===== config.mk =====
export PLATFORM = sky130hd
export DESIGN_NAME = pattern_detect_sched
export DESIGN_NICKNAME = d
export VERILOG_FILES = /design/src/rtl/pattern_detect_sched.sv
export SDC_FILE = /design/constraint.sdc
export NUM_CORES = 1
export LEC_CHECK = 0
export CAP_MARGIN = 20
export CELL_PAD_IN_SITES_DETAIL_PLACEMENT = 1
export CELL_PAD_IN_SITES_GLOBAL_PLACEMENT = 1
export CORE_UTILIZATION = 25
export CTS_CLUSTER_DIAMETER = 80
export DETAILED_ROUTE_END_ITERATION = 12
export PLACE_DENSITY_LB_ADDON = 0.05
export SETUP_SLACK_MARGIN = 0.2
export SLEW_MARGIN = 25
export SYNTH_ARGS = -nofsm -noshare
export SYNTH_HDL_FRONTEND = slang
export SYNTH_SLANG_ARGS = --single-unit

===== constraint.sdc =====
create_clock -name clk -period 4.98 [get_ports clk]
set_input_delay 0.747 -clock clk [delete_from_list [all_inputs] [get_ports clk]]
set_output_delay 0.747 -clock clk [all_outputs]
set_load 0.05 [all_outputs]

===== src/rtl/pattern_detect_sched.sv =====
// Round-robin scheduler time-sharing one "0-then-1" Mealy detector among NREQ serial requesters.
// Optional idle-bit watchdog enabled by defining PDS_TIMEOUT_EN.
module pattern_detect_sched #(
  parameter int unsigned NREQ        = 4,
  parameter int unsigned CNTW        = 8,
  parameter int unsigned TIMEOUT_CYC = 16
) (
  input  logic                    clk,
  input  logic                    reset,
  input  logic [NREQ-1:0]         req,
  input  logic [NREQ-1:0]         bit_in,
  input  logic [NREQ-1:0]         bit_valid,
  input  logic [NREQ-1:0]         bit_last,
  output logic [NREQ-1:0]         gnt,
  output logic                    busy,
  output logic                    done,
  output logic [$clog2(NREQ)-1:0] done_id,
  output logic [CNTW-1:0]         match_count,
  output logic                    aborted
);

  localparam int unsigned IDW = $clog2(NREQ);

  localparam logic [1:0] ST_IDLE   = 2'd0;
  localparam logic [1:0] ST_STREAM = 2'd1;
  localparam logic [1:0] ST_REPORT = 2'd2;

  localparam logic DET_S0 = 1'b0;
  localparam logic DET_S1 = 1'b1;

  if (NREQ < 2 || TIMEOUT_CYC < 1) begin : g_bad_param
    $error("pattern_detect_sched: NREQ must be >= 2 and TIMEOUT_CYC >= 1");
  end

  logic [1:0]      state, state_d;
  logic [IDW-1:0]  rr_ptr, rr_ptr_d;
  logic [IDW-1:0]  sel, sel_d;
  logic            det, det_d;
  logic [CNTW-1:0] cnt, cnt_d;
  logic [NREQ-1:0] gnt_d;
  logic            busy_d;
  logic            done_d;
  logic [IDW-1:0]  done_id_d;
  logic [CNTW-1:0] match_count_d;
  logic            aborted_d;

  logic [IDW:0]    pick;
  logic            cur_valid, cur_bit, cur_last, cur_req;

`ifdef PDS_TIMEOUT_EN
  localparam int unsigned TW = $clog2(TIMEOUT_CYC + 1);
  logic [TW-1:0] wd, wd_d;
`endif

  // First requester at or after ptr, with wrap; result is {found, index}.
  function automatic logic [IDW:0] rr_pick(input logic [NREQ-1:0] r, input logic [IDW-1:0] ptr);
    logic [IDW:0] res;
    int unsigned  j;
    res = '0;
    for (int unsigned k = 0; k < NREQ; k++) begin
      j = 32'(ptr) + (NREQ - 1 - k);
      if (j >= NREQ) j = j - NREQ;
      if (r[IDW'(j)]) res = {1'b1, IDW'(j)};
    end
    return res;
  endfunction

  assign pick      = rr_pick(req, rr_ptr);
  assign cur_valid = bit_valid[sel];
  assign cur_bit   = bit_in[sel];
  assign cur_last  = bit_last[sel];
  assign cur_req   = req[sel];

  always_comb begin
    state_d       = state;
    rr_ptr_d      = rr_ptr;
    sel_d         = sel;
    det_d         = det;
    cnt_d         = cnt;
    gnt_d         = gnt;
    busy_d        = busy;
    done_d        = 1'b0;
    done_id_d     = done_id;
    match_count_d = match_count;
    aborted_d     = aborted;
`ifdef PDS_TIMEOUT_EN
    wd_d          = wd;
`endif

    case (state)
      ST_IDLE: begin
        if (pick[IDW]) begin
          state_d = ST_STREAM;
          sel_d   = pick[IDW-1:0];
          gnt_d   = {{(NREQ-1){1'b0}}, 1'b1} << pick[IDW-1:0];
          cnt_d   = '0;
          det_d   = DET_S0;
          busy_d  = 1'b1;
`ifdef PDS_TIMEOUT_EN
          wd_d    = '0;
`endif
        end
      end

      ST_STREAM: begin
        // Only the granted channel is observed; invalid cycles hold the detector.
        if (cur_valid) begin
          det_d = cur_bit ? DET_S0 : DET_S1;
          if (det == DET_S1 && cur_bit && cnt != '1) cnt_d = cnt + CNTW'(1);
        end
`ifdef PDS_TIMEOUT_EN
        wd_d = cur_valid ? '0 : wd + TW'(1);
`endif
        done_id_d     = sel;
        match_count_d = cnt_d;
        if (cur_valid && cur_last) begin
          state_d   = ST_REPORT;
          done_d    = 1'b1;
          aborted_d = 1'b0;
        end else if (!cur_req) begin
          state_d   = ST_REPORT;
          done_d    = 1'b1;
          aborted_d = 1'b1;
`ifdef PDS_TIMEOUT_EN
        end else if (!cur_valid && wd == TW'(TIMEOUT_CYC - 1)) begin
          state_d   = ST_REPORT;
          done_d    = 1'b1;
          aborted_d = 1'b1;
`endif
        end else begin
          done_id_d     = done_id;
          match_count_d = match_count;
        end
      end

      ST_REPORT: begin
        state_d  = ST_IDLE;
        gnt_d    = '0;
        busy_d   = 1'b0;
        rr_ptr_d = (sel == IDW'(NREQ - 1)) ? '0 : sel + IDW'(1);
      end

      default: begin
        state_d = ST_IDLE;
        gnt_d   = '0;
        busy_d  = 1'b0;
      end
    endcase
  end

  always_ff @(posedge clk or negedge reset) begin
    if (!reset) begin
      state       <= ST_IDLE;
      rr_ptr      <= '0;
      sel         <= '0;
      det         <= DET_S0;
      cnt         <= '0;
      gnt         <= '0;
      busy        <= 1'b0;
      done        <= 1'b0;
      done_id     <= '0;
      match_count <= '0;
      aborted     <= 1'b0;
`ifdef PDS_TIMEOUT_EN
      wd          <= '0;
`endif
    end else begin
      state       <= state_d;
      rr_ptr      <= rr_ptr_d;
      sel         <= sel_d;
      det         <= det_d;
      cnt         <= cnt_d;
      gnt         <= gnt_d;
      busy        <= busy_d;
      done        <= done_d;
      done_id     <= done_id_d;
      match_count <= match_count_d;
      aborted     <= aborted_d;
`ifdef PDS_TIMEOUT_EN
      wd          <= wd_d;
`endif
    end
  end

endmodule


==> impl_metrics.csv <==
group,metric,value,unit
place,place.gp.congestion,0.775,
run_status,outcome,"completed",
floorplanning,core-area,0.00649,mm2
floorplanning,dieArea,0.00724,mm2
synthesis,synth_top_family_by_area,"compound AO/OA/AOI/OAI gates",
global_route,grt_pass1_vias,1466,
pwr,power_leakage,0.000955,uW
place,place_area,0.00213,mm2
finish,finalNetCount,227,
detailed_routing,via_count,1370,
synthesis,netlist_instances,170,
timing,hold_violations,0,
setup_path,regToRegSetupSlack,2.82,ns
synthesis,muxShareOfSynthArea,10.6,%
synthesis,synth_area_per_cell,10.2,um2
timing,period_minus_slack,2.41,ns
synthesis,ys_ff_latch,32,
clock_tree,clock_latency,0.29,ns
synthesis,synth_flop_cell,"dfrtp_1",
pwr,p_switching,661,uW
place,dp_hpwl,3.16,mm
finish,design_area,0.00225,mm2
detailed_routing,viasPerCell,4.81,
timing,slew_violations,0,
timing,fin_crit_sh,48.3,%
floorplanning,die_w,85.1,um
place,place_ws,2.27,ns
timing,fin_setup_tns,0,ns
detailed_routing,drtPass1Iterations,4,
setup_path,required,5.15,ns
timing,rsz0062_at_grt,"no",
synthesis,synthArstFlopShare,100,%
floorplanning,initial_utilization,26.6,%
setup_path,setup.worst_path.start,"req[1]",
global_route,overflow,0,
worst_hold_path,hold_class,"reg2reg",
detailed_routing,ant_nets,0,
floorplanning,fp-row-count,29,
clock_tree,clockBufferDepth,2,
timing,max_freq,0.416,GHz
finish,areaGrowthSynthToFinish,30.6,%
clock_tree,clock-sinks,32,
synthesis,syn_area,0.00173,mm2
timing,fin_ws,2.57,ns
synthesis,synth_edf_count,0,
pwr,clkPwrFrac,18.8,%
finish,drive_gt1_share,15.4,%
floorplanning,die_y,85.1,um
synthesis,synthAdderAreaFrac,1.45,%
worst_hold_path,hp-start,"gnt[2]",
pwr,seq_power_share,29.6,%
place,dp_cells,277,
synthesis,synth_xor_area_share,3.04,%
global_route,grt_max_degree,33,
detailed_routing,wl_per_cell,15.0,um
timing,whs,0.481,ns
finish,final_cells,285,
timing,worstMarginPinSlew,0.713,ns
clock_tree,ctsResizeCount,0,
global_route,grt_pass1_wl,7.12,mm
clock_tree,cts_hold_buffers,0,
detailed_routing,route.detailed.drc,0,
synthesis,synth_simple_gate_area_share,17.2,%
job,drv_cap,0,
clock_tree,cts_htree_levels,2,
timing,fin_skew,0.00442,ns
pwr,power_density,653,mW/mm2
synthesis,ys_seq_area_share,46.4,%
floorplanning,ioPinCount,35,
pwr,ir_worst_vdd,261,uV
global_route,grt_antenna_before_repair,0,
clock_tree,cts_tree,"built",
timing,setup_viol,0,
synthesis,yosys_warnings,0,
setup_path,crit_path_start_kind,"input port",
setup_path,crit_fanout,19,
timing,slew_headroom,52.0,%
detailed_routing,drt-initial-drc-count,63,
clock_tree,clk_pin_slew,0.07,ns
synthesis,synth_fp_nets,190,
synthesis,ys_types,40,
setup_path,crit_type,"in2reg",
global_route,grt_use_total,12.8,%
clock_tree,cts_buffers,5,
pwr,p_int,812,uW
setup_path,crit_arrival,2.58,ns
place,io_buffers,34,
detailed_routing,wl,4.27,mm
synthesis,synth_compound_area_share,17.5,%
setup_path,crit_path_end_kind,"flip-flop",
clock_tree,cts_setup_buffers,0,
finish,diodes,0,
pwr,swShare,44.9,%
clock_tree,clockRootBuffer,"clkbuf_8",
setup_path,crit-reg2reg-launch,"sel[0]",
pwr,pwr-share-comb,51.6,%
[cells in the mapped netlist (2+ instances only)]
| cell | count | area (um2) |
|---|---|---|
| dfrtp_1 | 32 | 801 |
| nand2_1 | 23 | 86.3 |
| nor2_1 | 21 | 78.8 |
| o21ai_0 | 13 | 65.1 |
| a21oi_1 | 10 | 50.1 |
| a21oi_2 | 6 | 52.6 |
| inv_1 | 6 | 22.5 |
| nand3_1 | 5 | 25.0 |
| xnor2_1 | 5 | 43.8 |
| a22o_1 | 4 | 35.0 |
| mux2i_1 | 4 | 40.0 |
| mux4_2 | 4 | 90.1 |
| a21o_1 | 3 | 22.5 |
| a31oi_1 | 3 | 18.8 |
| and2_4 | 2 | 17.5 |
| ha_1 | 2 | 25.0 |
| mux2_2 | 2 | 22.5 |
| mux2_4 | 2 | 30.0 |
| or3_1 | 2 | 12.5 |
[flip-flops by register name, indices dropped and copies added, names as in the netlist]
| signal | flops |
|---|---|
| state | 2 |
| match_count | 8 |
| done_id | 2 |
| rr_ptr | 2 |
| busy | 1 |
| cnt | 8 |
| det | 1 |
| aborted | 1 |
| sel | 2 |
| done | 1 |
| gnt | 4 |
[layout by cell type (no fill, tap or decap), drive strengths merged, types with 3 or more instances in the layout]
cell	count
a21o	3
a21oi	16
a22o	4
a31oi	3
clkbuf	7
clkdlybuf4s50	34
dfrtp	32
inv	6
mux2	4
mux2i	4
mux4	4
nand2	23
nand3	6
nor2	22
o21ai	16
xnor2	5
[worst paths after layout]
| check | endpoint | depth (start not counted) |
|---|---|---|
| setup / recovery | done_id[1] | 5 |
| hold / removal | gnt[2] | 2 |
| setup reg to reg | done_id[1] | 4 |
| hold reg to reg | gnt[2] | 2 |
| max in group asynchronous | done | 2 |
| min in group asynchronous | gnt[0] | 2 |
[power by group through the flow]
stage / combinational, uW / sequential, uW / clock [uW]
floorplan: 380 / 623 / 0
global placement: 763 / 439 / 0
detailed placement: 770 / 445 / 0
CTS: 772 / 440 / 290
global route: 818 / 452 / 299
finish: 760 / 436 / 277
[kinds of logic after synthesis]
group | Yosys count
compound gates | 45
simple gates | 62
mux | 12
fa+ha+maj | 2
flops | 32
buf+inv | 11
xor+xnor | 6
[metal layers]
metal	wire length, um	global-route usage, %	vias to the layer above
met1	2100	17.3	663
met3	196	3.02	7
met4	68	5.08	0
met5	0	0	-
li1	-	-	671
met2	1910	19.9	29
[critical path, stage by stage]
cell	delay (ns)
clkdlybuf4s50_1	0.50
mux4_2	0.51
and2_4	0.18
nor2_8	0.30
mux2_4	0.33
[layout make-up]
| cell class | count | area (um2) |
|---|---|---|
| tap | 77 | 96.3 |
| clock inverter | 1 | 30.0 |
| sequential | 32 | 801 |
| multi-input combinational | 127 | 861 |
| timing repair buffer | 35 | 348 |
| inverter | 6 | 22.5 |
| clock buffer | 7 | 96.3 |
| fill | 754 | 4240 |
[metrics by stage]
stage | utilization [%] | power, uW
after floorplan | - | 1000
after global placement | 32.8 | 1200
after detailed placement | 32.8 | 1210
after CTS | 34.7 | 1500
after global routing | 34.7 | 1570
final | 34.7 | 1470
Power figures use the tool's default switching activity.
